## src/rtl/calculadora_arbitro.sv

```systemverilog
// Two-requester round-robin arbiter in front of an 8-bit calculator.
// One operation is in flight at a time, and each result is held until the consumer acks it.
//
//  state   | meaning
//  --------+-------------------------------------------------------------
//  OCIOSO  | idle; arbitrate pending requests, latch winner operands
//  CALCULA | compute the latched operation, register the result
//  ENTREGA | result valid; hold outputs until ack, then count delivery
module calculadora_arbitro (
    input  logic       clk,
    input  logic       rst,
    input  logic       req0,
    input  logic [7:0] a0,
    input  logic [7:0] b0,
    input  logic [2:0] cod0,
    input  logic       req1,
    input  logic [7:0] a1,
    input  logic [7:0] b1,
    input  logic [2:0] cod1,
    input  logic       ack,
    output logic       gnt0,
    output logic       gnt1,
    output logic [7:0] resultado,
    output logic       carry,
    output logic       erro,
    output logic       valido,
    output logic       origem,
    output logic [7:0] total
);

    typedef enum logic [1:0] {
        OCIOSO  = 2'd0,
        CALCULA = 2'd1,
        ENTREGA = 2'd2
    } estado_t;

    localparam logic [2:0] COD_A   = 3'b001;
    localparam logic [2:0] COD_B   = 3'b010;
    localparam logic [2:0] COD_SOMA = 3'b011;
    localparam logic [2:0] COD_SUB = 3'b100;

    estado_t    estado;
    estado_t    prox_estado;

    logic       ultimo;
    logic [7:0] op_a;
    logic [7:0] op_b;
    logic [2:0] op_cod;

    logic       vence0;
    logic       vence1;
    logic       lancar;
    logic       aceitar;
    logic       registra;

    logic [8:0] soma9;
    logic [8:0] dif9;
    logic [7:0] res_calc;
    logic       carry_calc;
    logic       erro_calc;

    // On a tie the requester that was not served last wins.
    always_comb begin
        vence1 = req1 & (~req0 | ~ultimo);
        vence0 = req0 & ~vence1;
    end

    always_ff @(posedge clk) begin
        if (rst) begin
            estado <= OCIOSO;
        end else begin
            estado <= prox_estado;
        end
    end

    always_comb begin
        prox_estado = estado;
        lancar      = 1'b0;
        registra    = 1'b0;
        aceitar     = 1'b0;
        case (estado)
            OCIOSO: begin
                if (req0 | req1) begin
                    lancar      = 1'b1;
                    prox_estado = CALCULA;
                end
            end
            CALCULA: begin
                registra    = 1'b1;
                prox_estado = ENTREGA;
            end
            ENTREGA: begin
                if (ack) begin
                    aceitar     = 1'b1;
                    prox_estado = OCIOSO;
                end
            end
            default: prox_estado = OCIOSO;
        endcase
    end

    // The borrow of the subtraction falls out of bit 8 of the 9-bit difference.
    always_comb begin
        soma9      = {1'b0, op_a} + {1'b0, op_b};
        dif9       = {1'b0, op_a} - {1'b0, op_b};
        res_calc   = 8'h00;
        carry_calc = 1'b0;
        erro_calc  = 1'b0;
        case (op_cod)
            COD_A:    res_calc = op_a;
            COD_B:    res_calc = op_b;
            COD_SOMA: begin
                res_calc   = soma9[7:0];
                carry_calc = soma9[8];
            end
            COD_SUB: begin
                res_calc   = dif9[7:0];
                carry_calc = dif9[8];
            end
            default:  erro_calc = 1'b1;
        endcase
    end

    always_ff @(posedge clk) begin
        if (rst) begin
            gnt0      <= 1'b0;
            gnt1      <= 1'b0;
            op_a      <= 8'h00;
            op_b      <= 8'h00;
            op_cod    <= 3'b000;
            origem    <= 1'b0;
            ultimo    <= 1'b1;
            resultado <= 8'h00;
            carry     <= 1'b0;
            erro      <= 1'b0;
            valido    <= 1'b0;
            total     <= 8'h00;
        end else begin
            gnt0 <= lancar & vence0;
            gnt1 <= lancar & vence1;
            if (lancar) begin
                origem <= vence1;
                op_a   <= vence1 ? a1 : a0;
                op_b   <= vence1 ? b1 : b0;
                op_cod <= vence1 ? cod1 : cod0;
            end
            if (registra) begin
                resultado <= res_calc;
                carry     <= carry_calc;
                erro      <= erro_calc;
                valido    <= 1'b1;
            end
            if (aceitar) begin
                valido <= 1'b0;
                ultimo <= origem;
                total  <= total + 8'd1;
            end
        end
    end

endmodule

```

## config.mk

```make
export PLATFORM = sky130hd
export DESIGN_NAME = calculadora_arbitro
export DESIGN_NICKNAME = d
export VERILOG_FILES = /design/src/rtl/calculadora_arbitro.sv
export SDC_FILE = /design/constraint.sdc
export NUM_CORES = 1
export LEC_CHECK = 0
export CORE_ASPECT_RATIO = 0.8
export CORE_MARGIN = 5
export CORE_UTILIZATION = 40
export DETAILED_ROUTE_END_ITERATION = 12
export PLACE_DENSITY_LB_ADDON = 0.05
export SYNTH_ARGS = -nofsm -noshare
export SYNTH_HDL_FRONTEND = slang
export SYNTH_SLANG_ARGS = --single-unit
```

## constraint.sdc

```tcl
create_clock -name clk -period 2.27 [get_ports clk]
set_clock_uncertainty 0.05 [all_clocks]
set_input_delay 0.5675 -clock clk [delete_from_list [all_inputs] [get_ports clk]]
set_output_delay 0.5675 -clock clk [all_outputs]
set_load 0.03 [all_outputs]
```

Word-level counts from Yosys, hierarchy flattened
Index checks and enable logic that the tools add are counted.
{ "word_totals": {"register_bits": 44, "input_bits": 43, "output_inout_bits": 22} }
{ "op_classes": {"add_sub_neg": 3, "n_eq_ne": 8, "muxes": 14, "n_bitwise": 9, "n_reduce_logical": 4} }
{ "ops": {"columns": ["cell", "count"], "rows": [
  ["8-bit case mux with 4 select lines", 1],
  ["8-bit 2-to-1 mux", 2],
  ["8-bit by 8-bit adder with 9-bit output", 1],
  ["8-bit by 8-bit subtractor with 9-bit output", 1],
  ["8-bit by 1-bit adder with 8-bit output, second input constant", 1],
  ["3-bit by 2-bit equality test with 1-bit output, second input constant", 2],
  ["1-bit 2-to-1 mux", 6],
  ["2-bit case mux with 3 select lines", 1],
  ["1-bit AND", 4],
  ["2-bit 2-to-1 mux", 2],
  ["2-bit != test, second input constant", 2],
  ["4-bit OR reduction", 1],
  ["3-bit by 1-bit equality test with 1-bit output, second input constant", 1],
  ["3-bit equality test, second input constant", 1],
  ["3-bit 2-to-1 mux", 1],
  ["1-bit inverter", 3],
  ["2-bit by 1-bit equality test with 1-bit output, second input constant", 1],
  ["2-bit equality test, second input constant", 1],
  ["2-bit zero test", 1],
  ["1-bit OR", 2],
  ["1-bit case mux with 2 select lines", 1],
  ["2-bit AND reduction", 1],
  ["2-bit OR reduction", 1]
]} }

Logic depth before layout (Yosys ltp)
{ "logic_depth": {"ltp_word": 6, "ltp_mapped": 10, "ltp_nobuf": 10} }

Worst setup path before layout
No wires, ideal clock.
{ "synth_timing": {"kind": "flip-flop to flip-flop", "start": "register op_a[0]", "end": "register carry", "setup_time_ns": 0.091, "t_arrival_ns": 2.023, "required_time_ns": 2.129, "slack_ns": 0.106, "path_stages_with_launch": 11, "n_path_buf": 0, "synth_period_minus_slack_ns": 2.164, "cell_sequence": "dfxtp_1 -> inv_1 -> ha_1 -> inv_1 -> fa_1 -> a211oi_1 -> o21bai_1 -> a21oi_1 -> o21bai_1 -> a211o_1 -> a311oi_1"} }
{ "synth_via": {"elab_chain_len": 2} }
{ "synth_lines": {"columns": ["item", "line_no", "source"], "rows": [
  ["start: declaration", "46", "logic [7:0] op_a;"],
  ["start signal: assignment", "143", "op_a <= vence1 ? a1 : a0;"],
  ["8-bit by 8-bit subtractor with 9-bit output / 8-bit by 8-bit adder with 9-bit output (equally long branches)", "105, 104", null],
  ["1-bit case mux with 2 select lines *", "109", "case (op_cod)"],
  ["end signal: assignment", "149", "carry <= carry_calc;"],
  ["end: declaration", "24", "output logic carry,"]
]} }
Every way passes the cells marked *; elsewhere a longest branch is shown, timed or not.
A chain may end at the register's enable or synchronous reset.

Final worst setup path
Ends and elaborated chain as after synthesis.

==> metrics.cfg <==
[timing]
hold_viol_final = 0
finalSetupViolCount = 0
worst_slack_ns = 0.1013
slew_viol_final = 0
layout_min_cycle_time_ns = 2.169
fmax_mhz = 461.1
min_period_over_period_pct = 95.54
worst_slew_pin_slew_ns = 0.5481
slew_headroom_pct = 63.46
rsz0062_at_grt = yes

[critical_path]
slowest_stage = fa_2
startpoint_type = flip-flop
cp.required_ns = 2.44
timing.rr.start = op_a[0]
startpoint = op_a[0]
path_cells = inv_2 -> ha_4 -> inv_2 -> fa_2 -> a211oi_2 -> o21bai_1 -> a21oi_2 -> o21bai_1 -> a211o_1 -> a311oi_2
critical_path_buf_inv_count = 2
arrival_ns = 2.34
path_class = reg -> reg
cp_top_family = compound AO/OA/AOI/OAI gates
max_stage_delay_ns = 0.36
critical_path.max_fanout = 4
end_kind = flip-flop

[power]
power_per_cell_area_nw_per_um2 = 636.3
p_total_mw = 2.385
p_leak_nw = 1.443
ir_drop_v = 0.0002542

[grt]
grt_max_degree = 44
grt_usage_pct = 16.77
antenna_found_initial = 0
grt_first_pass_wirelength_um = 11600
globalRouteOverflowTotal = 0
grt_pass1_vias = 2333

[floorplanning]
rows = 27
dieArea_um2 = 8627
die_w_um = 102.6
boundaryPins = 65
core_um2 = 6790
die_h_um = 84.08
start_util_pct = 40.41

[yosys]
synth_simple_gate_area_share_pct = 17.69
syn_avg_cell_area_um2 = 8.711
yosysTopAreaCellShare_pct = 32.10
synth_xor_area_share_pct = 2.873
syn-num-nets = 378
async_reset_ff_share_pct = 0
synth_fa_ha_area_share_pct = 9.667
synth_top_area_cell = dfxtp_1
synth.yosys.warnings = 0
synth_edf_count = 0
synthMuxAreaShare_pct = 8.755
ys.flop_type = dfxtp_1
yosysSeqAreaShare_pct = 32.10
synth_top_family_by_area = compound AO/OA/AOI/OAI gates
synth_cell_type_count = 63
ys_ff_latch = 44
synth-compound-area-share_pct = 22.71
netlist_area_um2 = 2744
netlist_instances = 315
synth_area_leaders = dfxtp_1 32%, mux2i_1 8.8%, ha_1 8.2%, nor2_1 6.7%, a211oi_1 5.7%

[route]
num_vias = 2452
vias_per_cell = 5.184
wirelength_um = 6888
ant_nets = 0
drc = 0
wl_met3_um = 395
met2WireLength_um = 2526
top_layer = met4
m1WireLength_um = 3870
firstDrtPassIters = 4
drtIter0Drc = 76
wire_per_inst_um = 14.56

[hold_path]
hp-class = reg -> reg
hp-start = resultado[4]

[place]
dp.cells = 464
place.port_buffers = 64
pre_cts_ws_ns = -0.04849
place.gp.congestion = 0.8930
dp_hpwl_um = 5355

[clocking]
hold_buffers = 0
cts_tree = done
worstSkewPairLatency_ns = 0.30
cts_buffers = 5
cts_sinks = 44
htree_levels = 2
clkSlewWorstSetupHoldPaths_ns = 0.09
cts_root_buf = clkbuf_8
cts_buffer_depth = 2

[cells_and_area]
n_antenna_cell = 0
final_cells = 473
fin_nets = 448
final_layout_size_suffix_gt1_share_pct = 14.25
area.growth.synth_to_final_pct = 36.62
fill_cells = 628

[flow_run]
drv_cap = 0

[outcome]
status = complete, no violations

## stage by stage
| stage | util, % | hold slack, ns | setup TNS, ns | cell area, um^2 |
|---|---|---|---|---|
| after floorplan | - | 0.3905 | 0 | 2744 |
| after global placement | 52.26 | 0.3917 | 0 | 3548 |
| after detailed placement | 52.26 | 0.3949 | -0.06946 | 3548 |
| after CTS | 54.25 | 0.4083 | 0 | 3684 |
| after global routing | 55.21 | 0.4567 | -0.07203 | 3749 |
| final | 55.21 | 0.4058 | 0 | 3749 |
## layout by cell type (no fill, tap or decap), types with 3 or more instances in the layout
cell type        instances
clkdlybuf4s50_1         64
o22ai_1                  4
mux2i_1                 24
and3_1                   3
dfxtp_1                 41
nor2_1                  49
xnor2_1                  3
nor2b_1                  4
ha_1                    17
nor3_1                   5
clkbuf_8                 6
xor2_1                   6
dfxtp_2                  3
o21ai_0                  5
a21o_1                   3
nand2b_1                 3
inv_1                   13
buf_4                   15
nand2_1                 10
a21oi_1                 13
a211oi_1                20
buf_12                   3
a22oi_1                 11
o31ai_1                  3
nand3_1                  3
## cells by family (layout without fill, tap and decap cells)
logic type	Yosys count	count (layout)
AND/OR/NAND/NOR	98	98
AO/OA/AOI/OAI	86	86
flip-flops	44	44
buffers and inverters	34	105
multiplexers	24	24
adder cells (fa/ha/maj)	20	20
XOR/XNOR	9	9
## repair_timing
| item | 4_1_cts | 5_1_grt |
|---|---|---|
| pin swaps | 2 | 10 |
| gates cloned | 0 | 0 |
| gates resized for setup | 3 | 17 |
| setup endpoints to repair | 2 | 4 |
| setup buffers | 0 | 1 |
## worst reg2reg max path: cells and delay by family, from the launching register on
kind                       cells  cell delay [ns]
AOI/OAI and AO/OA              6             1.11
adders and majority gates      2             0.48
buffers and inverters          2             0.10
DFF                            1             0.35
## cell usage after synthesis, types with 3 or more instances
cell and instances:
nor2_1 49, dfxtp_1 44, mux2i_1 24, a211oi_1 21
ha_1 18, a21oi_1 15, inv_1 15, a22oi_1 11
clkbuf_1 11, nand2_1 10, o21ai_0 6, xor2_1 6
nor3_1 5, buf_2 4, nor2b_1 4, o22ai_1 4
a21o_1 3, a221oi_1 3, and3_1 3, clkbuf_8 3
nand2b_1 3, nand3_1 3, o31ai_1 3, xnor2_1 3
## power by group
| part | internal, mW | switching [mW] |
|---|---|---|
| Combinational | 0.404 | 0.439 |
| Sequential | 0.835 | 0.0640 |
| Clock | 0.360 | 0.282 |
| Total | 1.60 | 0.786 |
## worst paths after layout
path,depth (start not counted),endpoint,slack (ns)
min,2,resultado[4],0.41
min reg2reg,2,resultado[4],0.41
max reg2reg,10,carry,0.10
max,10,carry,0.10
## sequential cells by signal, indices dropped and copies added, names as in the netlist, 2 cells and up
register   flops
op_a           8
op_b           8
resultado      8
total          8
op_cod         3
estado         2
## final cells by class
class / count / area, um^2 / share of cell area (%)
clock inverter: 2 / 38.79 / 1.035
tap: 87 / 108.9 / 2.904
sequential: 44 / 884.6 / 23.60
inverter: 15 / 56.30 / 1.502
multi-input combinational: 237 / 1764 / 47.06
clock buffer: 6 / 82.58 / 2.203
timing repair buffer: 82 / 813.3 / 21.70
## per-layer routing
metal	global-route usage, %	up-vias
met5	0	-
met4	3.576	0
met3	4.177	12
met2	21.22	74
met1	27.50	1078
li1	-	1288
(Power assumes the default switching activity.)
